$ cat src/rtl/sqrt_csr_accel_if.sv
`default_nettype none
// ============================================================================
// Module      : sqrt_csr_accel_if
// Description : UDM bus request/response bundle between the address decode
//               (master) and the square-root accelerator register window
//               (slave).
// Revision    : 1.0 - initial release
// ============================================================================
interface sqrt_csr_accel_if;
  logic        bus_req_i;
  logic        bus_we_i;
  logic [31:0] bus_addr_bi;
  logic [3:0]  bus_be_bi;
  logic [31:0] bus_wdata_bi;
  logic        bus_ack_o;
  logic        bus_resp_o;
  logic [31:0] bus_rdata_bo;

  modport master (
    output bus_req_i, bus_we_i, bus_addr_bi, bus_be_bi, bus_wdata_bi,
    input  bus_ack_o, bus_resp_o, bus_rdata_bo
  );

  modport slave (
    input  bus_req_i, bus_we_i, bus_addr_bi, bus_be_bi, bus_wdata_bi,
    output bus_ack_o, bus_resp_o, bus_rdata_bo
  );
endinterface
`default_nettype wire

$ cat src/rtl/sqrt_csr_accel.sv
`default_nettype none
// ============================================================================
// Module      : sqrt_csr_accel
// Description : Memory-mapped iterative integer square root. A restoring
//               engine consumes 2 radicand bits per cycle over 16 steps and
//               publishes the 16-bit root and 17-bit remainder.
// Revision    : 1.0 - initial release
// ============================================================================
module sqrt_csr_accel #(
  parameter logic [31:0] BASE_ADDR = 32'h80001000,
  parameter int unsigned ITER      = 16
) (
  input  wire logic       clk_gen,
  input  wire logic       srst,
  sqrt_csr_accel_if.slave bus,
  output logic            irq_o
);

  localparam logic [4:0]  c_last_iter = 5'(ITER - 1);
  localparam logic [31:0] c_win_bytes = 32'h0000_0014;
  localparam logic [2:0]  c_w_operand = 3'd0;
  localparam logic [2:0]  c_w_ctrl    = 3'd1;
  localparam logic [2:0]  c_w_root    = 3'd2;
  localparam logic [2:0]  c_w_rem     = 3'd3;
  localparam logic [2:0]  c_w_count   = 3'd4;

  typedef enum logic [0:0] {
    IDLE = 1'b0,
    RUN  = 1'b1
  } state_t;

  state_t      r_state;
  logic [31:0] r_operand;
  logic [31:0] r_rad;
  logic [15:0] r_wroot;
  logic [17:0] r_wrem;
  logic [4:0]  r_iter;
  logic [15:0] r_root;
  logic [16:0] r_rem;
  logic [31:0] r_count;
  logic        r_done;
  logic        r_err;
  logic        r_ien;
  logic        r_resp;
  logic [31:0] r_rdata;

  // Address decode: offset relative to the window, word aligned only.
  logic [31:0] w_off;
  logic [2:0]  w_word;
  logic        w_hit;
  logic        w_wr;
  logic        w_rd;
  assign w_off  = bus.bus_addr_bi - BASE_ADDR;
  assign w_word = w_off[4:2];
  assign w_hit  = bus.bus_req_i && (w_off < c_win_bytes) && (w_off[1:0] == 2'b00);
  assign w_wr   = w_hit && bus.bus_we_i;
  assign w_rd   = w_hit && !bus.bus_we_i;

  // Control register write strobes; all control bits live in byte lane 0.
  logic w_ctrl_wr;
  logic w_start_req;
  logic w_start;
  logic w_start_bad;
  assign w_ctrl_wr   = w_wr && (w_word == c_w_ctrl) && bus.bus_be_bi[0];
  assign w_start_req = w_ctrl_wr && bus.bus_wdata_bi[0];
  assign w_start     = w_start_req && (r_state == IDLE);
  assign w_start_bad = w_start_req && (r_state == RUN);

  // One restoring step. The work remainder never exceeds 2*root, so only its
  // low 16 bits matter when shifted into the 18-bit trial value.
  logic [17:0] w_trial;
  logic [17:0] w_sub;
  logic        w_fits;
  logic [17:0] w_rem_nxt;
  logic [15:0] w_root_nxt;
  logic        w_last;
  logic        w_unused;
  assign w_trial    = {r_wrem[15:0], r_rad[31:30]};
  assign w_sub      = {r_wroot, 2'b01};
  assign w_fits     = (w_trial >= w_sub);
  assign w_rem_nxt  = w_fits ? (w_trial - w_sub) : w_trial;
  assign w_root_nxt = {r_wroot[14:0], w_fits};
  assign w_last     = (r_iter == c_last_iter);
  assign w_unused   = ^{r_wrem[17:16], r_wroot[15], w_rem_nxt[17]};

  logic w_busy;
  assign w_busy = (r_state == RUN);

  // Sequencer: latch the operand on start, iterate, publish results on exit.
  always_ff @(posedge clk_gen) begin
    if (srst) begin
      r_state <= IDLE;
      r_rad   <= '0;
      r_wroot <= '0;
      r_wrem  <= '0;
      r_iter  <= '0;
      r_root  <= '0;
      r_rem   <= '0;
      r_count <= '0;
      r_done  <= 1'b0;
    end else begin
      case (r_state)
        IDLE: begin
          if (w_start) begin
            r_rad   <= r_operand;
            r_wroot <= '0;
            r_wrem  <= '0;
            r_iter  <= '0;
            r_done  <= 1'b0;
            r_state <= RUN;
          end
        end
        RUN: begin
          r_rad   <= {r_rad[29:0], 2'b00};
          r_wroot <= w_root_nxt;
          r_wrem  <= w_rem_nxt;
          r_iter  <= r_iter + 5'd1;
          if (w_last) begin
            r_root  <= w_root_nxt;
            r_rem   <= w_rem_nxt[16:0];
            r_count <= r_count + 32'd1;
            r_done  <= 1'b1;
            r_state <= IDLE;
          end
        end
        default: r_state <= IDLE;
      endcase
    end
  end

  // Software-visible CSRs: operand bytes, interrupt enable, sticky error.
  always_ff @(posedge clk_gen) begin
    if (srst) begin
      r_operand <= '0;
      r_ien     <= 1'b0;
      r_err     <= 1'b0;
    end else begin
      if (w_wr && (w_word == c_w_operand)) begin
        for (int b = 0; b < 4; b++) begin
          if (bus.bus_be_bi[b]) r_operand[8*b +: 8] <= bus.bus_wdata_bi[8*b +: 8];
        end
      end
      if (w_ctrl_wr) r_ien <= bus.bus_wdata_bi[3];
      // A rejected start outranks a simultaneous clear.
      if (w_start_bad) r_err <= 1'b1;
      else if (w_ctrl_wr && bus.bus_wdata_bi[2]) r_err <= 1'b0;
    end
  end

  // Read data selection for the addressed word.
  logic [31:0] w_rdata;
  always_comb begin
    w_rdata = '0;
    case (w_word)
      c_w_operand: w_rdata = r_operand;
      c_w_ctrl:    w_rdata = {28'd0, r_ien, r_err, r_done, w_busy};
      c_w_root:    w_rdata = {16'd0, r_root};
      c_w_rem:     w_rdata = {15'd0, r_rem};
      c_w_count:   w_rdata = r_count;
      default:     w_rdata = '0;
    endcase
  end

  // Registered read response, one cycle after acceptance; data is 0 otherwise.
  always_ff @(posedge clk_gen) begin
    if (srst) begin
      r_resp  <= 1'b0;
      r_rdata <= '0;
    end else begin
      r_resp  <= w_rd;
      r_rdata <= w_rd ? w_rdata : 32'd0;
    end
  end

  assign bus.bus_ack_o    = bus.bus_req_i;
  assign bus.bus_resp_o   = r_resp;
  assign bus.bus_rdata_bo = r_rdata;
  assign irq_o            = r_done & r_ien;

endmodule
`default_nettype wire

$ cat src/flat_wrapper.sv
// flat-port wrapper written by rule: the top's interface ports become plain ports
module sqrt_csr_accel_flat 
#(
  parameter logic [31:0] BASE_ADDR = 32'h80001000,
  parameter int unsigned ITER      = 16
)
  (clk_gen, srst, irq_o, bus_bus_req_i, bus_bus_we_i, bus_bus_addr_bi, bus_bus_be_bi, bus_bus_wdata_bi, bus_bus_ack_o, bus_bus_resp_o, bus_bus_rdata_bo);
  sqrt_csr_accel_if bus_i ();
  input  wire logic clk_gen;
  input  wire logic srst;
  output logic irq_o;
  input wire logic [$bits(bus_i.bus_req_i)-1:0] bus_bus_req_i;
  input wire logic [$bits(bus_i.bus_we_i)-1:0] bus_bus_we_i;
  input wire logic [$bits(bus_i.bus_addr_bi)-1:0] bus_bus_addr_bi;
  input wire logic [$bits(bus_i.bus_be_bi)-1:0] bus_bus_be_bi;
  input wire logic [$bits(bus_i.bus_wdata_bi)-1:0] bus_bus_wdata_bi;
  output wire logic [$bits(bus_i.bus_ack_o)-1:0] bus_bus_ack_o;
  output wire logic [$bits(bus_i.bus_resp_o)-1:0] bus_bus_resp_o;
  output wire logic [$bits(bus_i.bus_rdata_bo)-1:0] bus_bus_rdata_bo;
  assign bus_i.bus_req_i = bus_bus_req_i;
  assign bus_i.bus_we_i = bus_bus_we_i;
  assign bus_i.bus_addr_bi = bus_bus_addr_bi;
  assign bus_i.bus_be_bi = bus_bus_be_bi;
  assign bus_i.bus_wdata_bi = bus_bus_wdata_bi;
  assign bus_bus_ack_o = bus_i.bus_ack_o;
  assign bus_bus_resp_o = bus_i.bus_resp_o;
  assign bus_bus_rdata_bo = bus_i.bus_rdata_bo;
  sqrt_csr_accel #(.BASE_ADDR(BASE_ADDR), .ITER(ITER)) u_core (.clk_gen(clk_gen), .srst(srst), .bus(bus_i), .irq_o(irq_o));
endmodule
$ cat config.mk
export PLATFORM = sky130hd
export DESIGN_NAME = sqrt_csr_accel_flat
export DESIGN_NICKNAME = d
export VERILOG_FILES = /design/src/rtl/sqrt_csr_accel_if.sv /design/src/rtl/sqrt_csr_accel.sv /design/src/flat_wrapper.sv
export SDC_FILE = /design/constraint.sdc
export NUM_CORES = 1
export LEC_CHECK = 0
export ABC_AREA = 1
export CAP_MARGIN = 20
export CORE_MARGIN = 10
export CORE_UTILIZATION = 55
export CTS_BUF_LIST = sky130_fd_sc_hd__clkbuf_4
export CTS_CLUSTER_SIZE = 24
export DETAILED_ROUTE_END_ITERATION = 12
export PLACE_DENSITY = 0.8
export SLEW_MARGIN = 10
export SYNTH_ARGS = -nofsm -noshare
export SYNTH_HDL_FRONTEND = slang
export SYNTH_SLANG_ARGS = --single-unit
$ cat constraint.sdc
create_clock -name clk_gen -period 6.3 [get_ports clk_gen]
set_clock_uncertainty 0.15 [all_clocks]
set_input_delay 0.63 -clock clk_gen [delete_from_list [all_inputs] [get_ports clk_gen]]
set_output_delay 0.63 -clock clk_gen [all_outputs]
set_load 0.02 [all_outputs]
==> flow_summary.json, run 1 <==
{
  "vias_per_cell": 5.394,
  "syn_to_final_growth_pct": 18.06,
  "nets": 1572,
  "fin_crit_ps": 3085,
  "worstHoldPathType": "reg -> reg",
  "internal_power_w": 0.001851,
  "cts-buffers-inserted": 50,
  "clkPwrFrac_pct": 42.9,
  "final_core_util_pct": 66.21,
  "avgSynthCellArea_um2": 7.051,
  "swShare_pct": 23.76,
  "max_freq_ghz": 0.3241,
  "clk_latency_ps": 680,
  "postCtsSetupBuffers": 0,
  "hpwl_um": 18930,
  "async_flop_share_pct": 0,
  "synth_common_cells": "nand2_1 (332), dfxtp_1 (203), nor2_1 (155)",
  "holdBufCountCts": 0,
  "ys_ff_latch": 203,
  "die_width_um": 152.6,
  "ys_types": 46,
  "routed_wl_um": 27190,
  "cts-root-buf": "clkbuf_4",
  "status": "finished clean",
  "ys_warn_count": 0,
  "drive_gt1_share_pct": 8.388,
  "cp-end-kind": "flip-flop",
  "synth-edff-count": 0,
  "grt_start_max_net_pins": 70,
  "grt_pass1_vias": 8684,
  "rows": 48,
  "synth_ff_type": "dfxtp_1",
  "syn_nets": 1464,
  "maxSlewHeadroom_pct": 35.43,
  "synth_top_area_share_pct": 42.04,
  "yosysMostFrequentCell": "nand2_1",
  "grt_pass1_wl_um": 43610,
  "drt-initial-drc-count": 780,
  "yosysSeqAreaShare_pct": 42.04,
  "timing.critical_path.required_ps": 6660,
  "syn_area_um2": 9667,
  "ctsLongestPathBuffers": 3,
  "maxCapViolations": 0,
  "clock-sinks": 203,
  "power_switching_w": 0.0005766,
  "combPwrFrac_pct": 4.3,
  "powerDensity_nw_per_um2": 212.7,
  "dieHeight_um": 152.6,
  "ios": 107,
  "first_pass_iters": 5,
  "antenna_found_initial": 1,
  "setup_viol": 0,
  "rsz0062_at_grt": "no",
  "worst_pin_slew_ps": 967.6,
  "cp_max_fo": 23,
  "io_buffers": 106,
  "syn_inst": 1371,
  "track_usage_pct": 22.07,
  "synth_top_cell_by_area": "dfxtp_1",
  "critPathLaunchType": "flip-flop",
  "cts_resized": 0,
  "timing.final.hold_violations": 0,
  "cts.reportedPaths.clkPinSlew_ps": 70,
  "drtAntennaViolNets": 0,
  "dieArea_um2": 23280,
  "crit_arrival_ps": 3440,
  "wire_per_inst_um": 15.63,
  "tns_ps": 0,
  "worstSetupPathType": "reg -> reg",
  "yosys-top-cells-area": "dfxtp_1 (42%), nand2_1 (13%), nor2_1 (6.0%), inv_1 (5.6%), a21oi_1 (5.2%)",
  "ir_drop_mv": 0.1205,
  "p_leak_nw": 4.442,
  "core_area_um2": 17240,
  "drc": 0,
  "seq_power_share_pct": 52.8,
  "cts_tree": "done",
  "gp_congestion": 0.9270,
  "slew_viol_final": 0,
  "fin_crit_sh_pct": 48.97,
  "initial_core_util_pct": 56.08,
  "num_vias": 9386,
  "htreeDepth": 2,
  "gr-total-overflow": 0
}
==> registers in the layout, indices dropped and copies added (netlist names), 5 cells and up <==
name and cells:
u_core.bus.bus_rdata_bo 32, u_core.r_count 32, u_core.r_operand 32, u_core.r_rad 32
u_core.r_rem 17, u_core.r_root 16, u_core.r_wrem 16, u_core.r_wroot 16
u_core.r_iter 5
==> placed cells by master (no fill, tap or decap), types with 5 or more instances in the layout <==
cell type	count
nor2_2	7
buf_4	12
clkdlybuf4s50_1	105
nand4_1	13
nand3_1	77
clkbuf_4	71
ha_1	21
nand2_2	11
inv_1	143
nor2_1	153
xor2_1	20
nand2_4	5
nor3_1	20
o22ai_1	42
a31oi_1	6
a21oi_1	101
clkinv_1	13
xnor2_1	6
nand2_1	332
dfxtp_1	202
o21ai_0	100
==> layer usage <==
layer  vias to the layer above  global-route usage (%)  share of wire [%]
li1                       4706                       -                  -
met1                      4255                   28.77                 45
met2                       365                   35.34                 45
met3                        60                   4.488                8.0
met4                         0                   7.902                2.8
met5                         -                       0                  0
==> final timing paths <==
kind                            slack [ps]                 to  cells after the start                from
worst max-delay path                  3210  u_core.r_wrem[11]                     10  u_core.r_wroot[11]
worst min-delay path                   310   u_core.r_rem[14]                      2    u_core.r_rem[14]
worst max register to register        3210  u_core.r_wrem[11]                     10  u_core.r_wroot[11]
worst min register to register         310   u_core.r_rem[14]                      2    u_core.r_rem[14]
==> cell families (layout without fill, tap and decap cells) <==
family | count (synthesis) | after routing | share of synthesized area, %
AND/OR/NAND/NOR | 640 | 640 | 28.60
AO/OA/AOI/OAI | 272 | 272 | 15.36
buffers and inverters | 209 | 352 | 8.918
flip-flops | 203 | 203 | 42.04
XOR/XNOR | 26 | 26 | 2.356
adder cells (fa/ha/maj) | 21 | 21 | 2.718
other | 0 | 1 | 0
==> worst max-delay path, stage by stage (launching register included) <==
cell      delay, ps
dfxtp_1         330
inv_1            70
ha_1            360
a21oi_1         230
o21ai_0         150
a21oi_1         180
a21boi_0        200
nand3_1         340
buf_4           350
o21ai_0         410
o22ai_1         130
==> stage by stage <==
stage          hold WS [ps]  instances  cell area, um2  total power, W  setup slack, ps
2_1_floorplan         277.0       1371            9667        0.001351             3873
3_3_place_gp          290.6       1651           10790        0.001413             2373
3_5_place_dp          295.8       1651           10790        0.001414             2273
4_1_cts               307.9       1738           11390        0.002445             2976
5_1_grt               326.9       1740           11410        0.002522             2958
6_report              313.6       1740           11410        0.002427             3215
==> power groups by stage <==
| stage | Combinational [W] | Clock, W | Sequential (W) |
|---|---|---|---|
| 2_1_floorplan | 0.0000391 | 0 | 0.00131 |
| 3_5_place_dp | 0.000102 | 0 | 0.00131 |
| 6_report | 0.000103 | 0.00104 | 0.00128 |
| 3_3_place_gp | 0.000101 | 0 | 0.00131 |
| 5_1_grt | 0.000110 | 0.00113 | 0.00128 |
| 4_1_cts | 0.000102 | 0.00106 | 0.00128 |
==> cell type report <==
class / instances / area (um2)
Clock buffer: 71 / 533.0
Fill cell: 1546 / 5824
Antenna cell: 1 / 2.502
Multi-Input combinational cell: 959 / 4746
Tap cell: 225 / 281.5
Timing Repair Buffer: 119 / 1166
Inverter: 146 / 548.0
Clock inverter: 16 / 70.07
Sequential cell: 203 / 4065
Power figures use the tool's default switching activity.
==> inputs of run 2 (changes only) <==
==> constraint.sdc (replaced) <==
create_clock -name clk_gen -period 2.85 [get_ports clk_gen]
set_clock_uncertainty 0.15 [all_clocks]
set_input_delay 0.285 -clock clk_gen [delete_from_list [all_inputs] [get_ports clk_gen]]
set_output_delay 0.285 -clock clk_gen [all_outputs]
set_load 0.02 [all_outputs]
==> flow_summary.json, run 2 (synthesized netlist as in run 1, its figures left out) <==
{
  "worstHoldPathType": "in -> reg",
  "worstSetupPathType": "reg -> reg",
  "status": "finished clean",
  "path_cells": "ha_4 -> nand2_1 -> nor2_2 -> ha_2 -> nand2_4 -> nor2_4 -> nand2_2 -> nor2_4 -> nand2_2 -> nor2_4 -> nand3_4 -> buf_4 -> nor3_4 -> inv_1 -> nor2_1 -> xor2_1 -> nor2_1",
  "syn_to_final_growth_pct": 21.15,
  "drtAntennaViolNets": 0,
  "dieHeight_um": 152.6,
  "whs_ps": 52.56,
  "timing.final.hold_violations": 0,
  "grt_start_max_net_pins": 68,
  "antenna_found_initial": 1,
  "gp_congestion": 0.9167,
  "cts_tree": "done",
  "dp_slack_ps": 70.63,
  "p_leak_nw": 4.620,
  "path_common_cell": "nor2_4",
  "track_usage_pct": 22.98,
  "io_buffers": 106,
  "ir_drop_mv": 0.2869,
  "drt-initial-drc-count": 781,
  "clock-sinks": 203,
  "setup_viol": 0,
  "cp_max_fo": 6,
  "fillers": 1487,
  "core_area_um2": 17240,
  "fin_cells": 1757,
  "hold_path_depth": 3,
  "first_pass_iters": 6,
  "fin_crit_sh_pct": 95.58,
  "final_cell_mix": "nand2_1 (330), dfxtp_1 (200), nor2_1 (152), inv_1 (142), clkdlybuf4s50_1 (105)",
  "ctsLongestPathBuffers": 3,
  "hpwl_um": 20110,
  "num_vias": 9659,
  "cts.reportedPaths.clkPinSlew_ps": 70,
  "fin_ws_ps": 126.1,
  "vias_per_cell": 5.497,
  "rows": 48,
  "maxSlewHeadroom_pct": 58.56,
  "critPathLaunchType": "flip-flop",
  "fin_crit_ps": 2724,
  "timing.critical_path.required_ps": 3210,
  "max_freq_ghz": 0.3671,
  "worst_pin_slew_ps": 621.6,
  "crit_arrival_ps": 3090,
  "clk_latency_ps": 670,
  "ios": 107,
  "maxCapViolations": 0,
  "cp-end-kind": "flip-flop",
  "grt_pass1_vias": 9066,
  "cts-root-buf": "clkbuf_4",
  "slew_viol_final": 0,
  "dp.cells": 1666,
  "grt_pass1_wl_um": 45360,
  "max_stage_delay_ps": 370,
  "wire_per_inst_um": 16.00,
  "dieArea_um2": 23280,
  "initial_core_util_pct": 56.08,
  "gr-total-overflow": 0,
  "rrSetupSlack_ps": 130,
  "htreeDepth": 2,
  "tns_ps": 0,
  "die_width_um": 152.6,
  "drc": 0,
  "total_power_w": 0.005534,
  "nets": 1591,
  "cts-buffers-inserted": 51,
  "drive_gt1_share_pct": 10.52,
  "critPathSlowestCell": "dfxtp_2",
  "worst-r2r-cell-count": 17,
  "rsz0062_at_grt": "yes",
  "layout_commonest_cell": "nand2_1",
  "powerDensity_nw_per_um2": 472.5,
  "routed_wl_um": 28120
}
==> run 2: layout make-up <==
class / instances / area [um2] / area share (%)
Timing Repair Buffer: 137 / 1341 / 11.45
Sequential cell: 203 / 4068 / 34.73
Multi-Input combinational cell: 959 / 4828 / 41.23
Tap cell: 225 / 281.5 / 2.404
Clock buffer: 77 / 578.1 / 4.936
Inverter: 146 / 550.5 / 4.701
Antenna cell: 1 / 2.502 / 0.02137
Clock inverter: 9 / 61.31 / 0.5235
==> run 2: worst max-delay path: cells and delay by family (launching register included) <==
family	cells	cell delay [ps]
xor gates and xnor gates	1	190
adders and majority gates	2	360
buffers and inverters	2	230
DFF	1	370
and+or+nand+nor	12	1280
==> run 2: stage by stage <==
stage               area (um2)  util [%]
detailed placement       10950     63.51
finish                   11710     67.94
global route             11710     67.94
global placement         10950     63.51
CTS                      11600     67.28
floorplan                 9667         -
==> run 2: path summary, 6_finish.rpt <==
check	start	to
worst min register to register	u_core.r_root[6]	u_core.r_root[6]
worst min-delay path	bus_bus_wdata_bi[19]	u_core.r_operand[19]
worst max-delay path	u_core.r_iter[0]	u_core.r_count[27]
worst max register to register	u_core.r_iter[0]	u_core.r_count[27]
==> run 2: power by group <==
part	internal [W]	switching, W
combinational	0.000112	0.000123
clock	0.00131	0.00115
sequential	0.00284	0.0000000000000180
total	0.00426	0.00128
==> run 2: routing by layer <==
metal | share of wire [%] | GRT usage, % | wire length [um]
met1 | 43 | 30.15 | 12080
met3 | 8.3 | 4.347 | 2333
met4 | 3.3 | 9.946 | 914
met5 | 0 | 0 | 0
met2 | 45 | 36.04 | 12790
==> run 2: timing repair <==
item,4_1_cts,5_1_grt
setup endpoints to repair,0,20
setup buffers,0,3
hold endpoints to repair,10,0
hold buffers,1,0
resized for setup,0,25
==> inputs of run 3 (changes only) <==
--- a/config.mk
+++ b/config.mk
@@ -13,7 +13,7 @@
 export CTS_CLUSTER_SIZE = 24
 export DETAILED_ROUTE_END_ITERATION = 12
 export PLACE_DENSITY = 0.8
-export SLEW_MARGIN = 10
+export SLEW_MARGIN = 30
 export SYNTH_ARGS = -nofsm -noshare
 export SYNTH_HDL_FRONTEND = slang
 export SYNTH_SLANG_ARGS = --single-unit
==> results of run 3 <==
No change in the layout: final DEF, timing and power equal those of run 2.
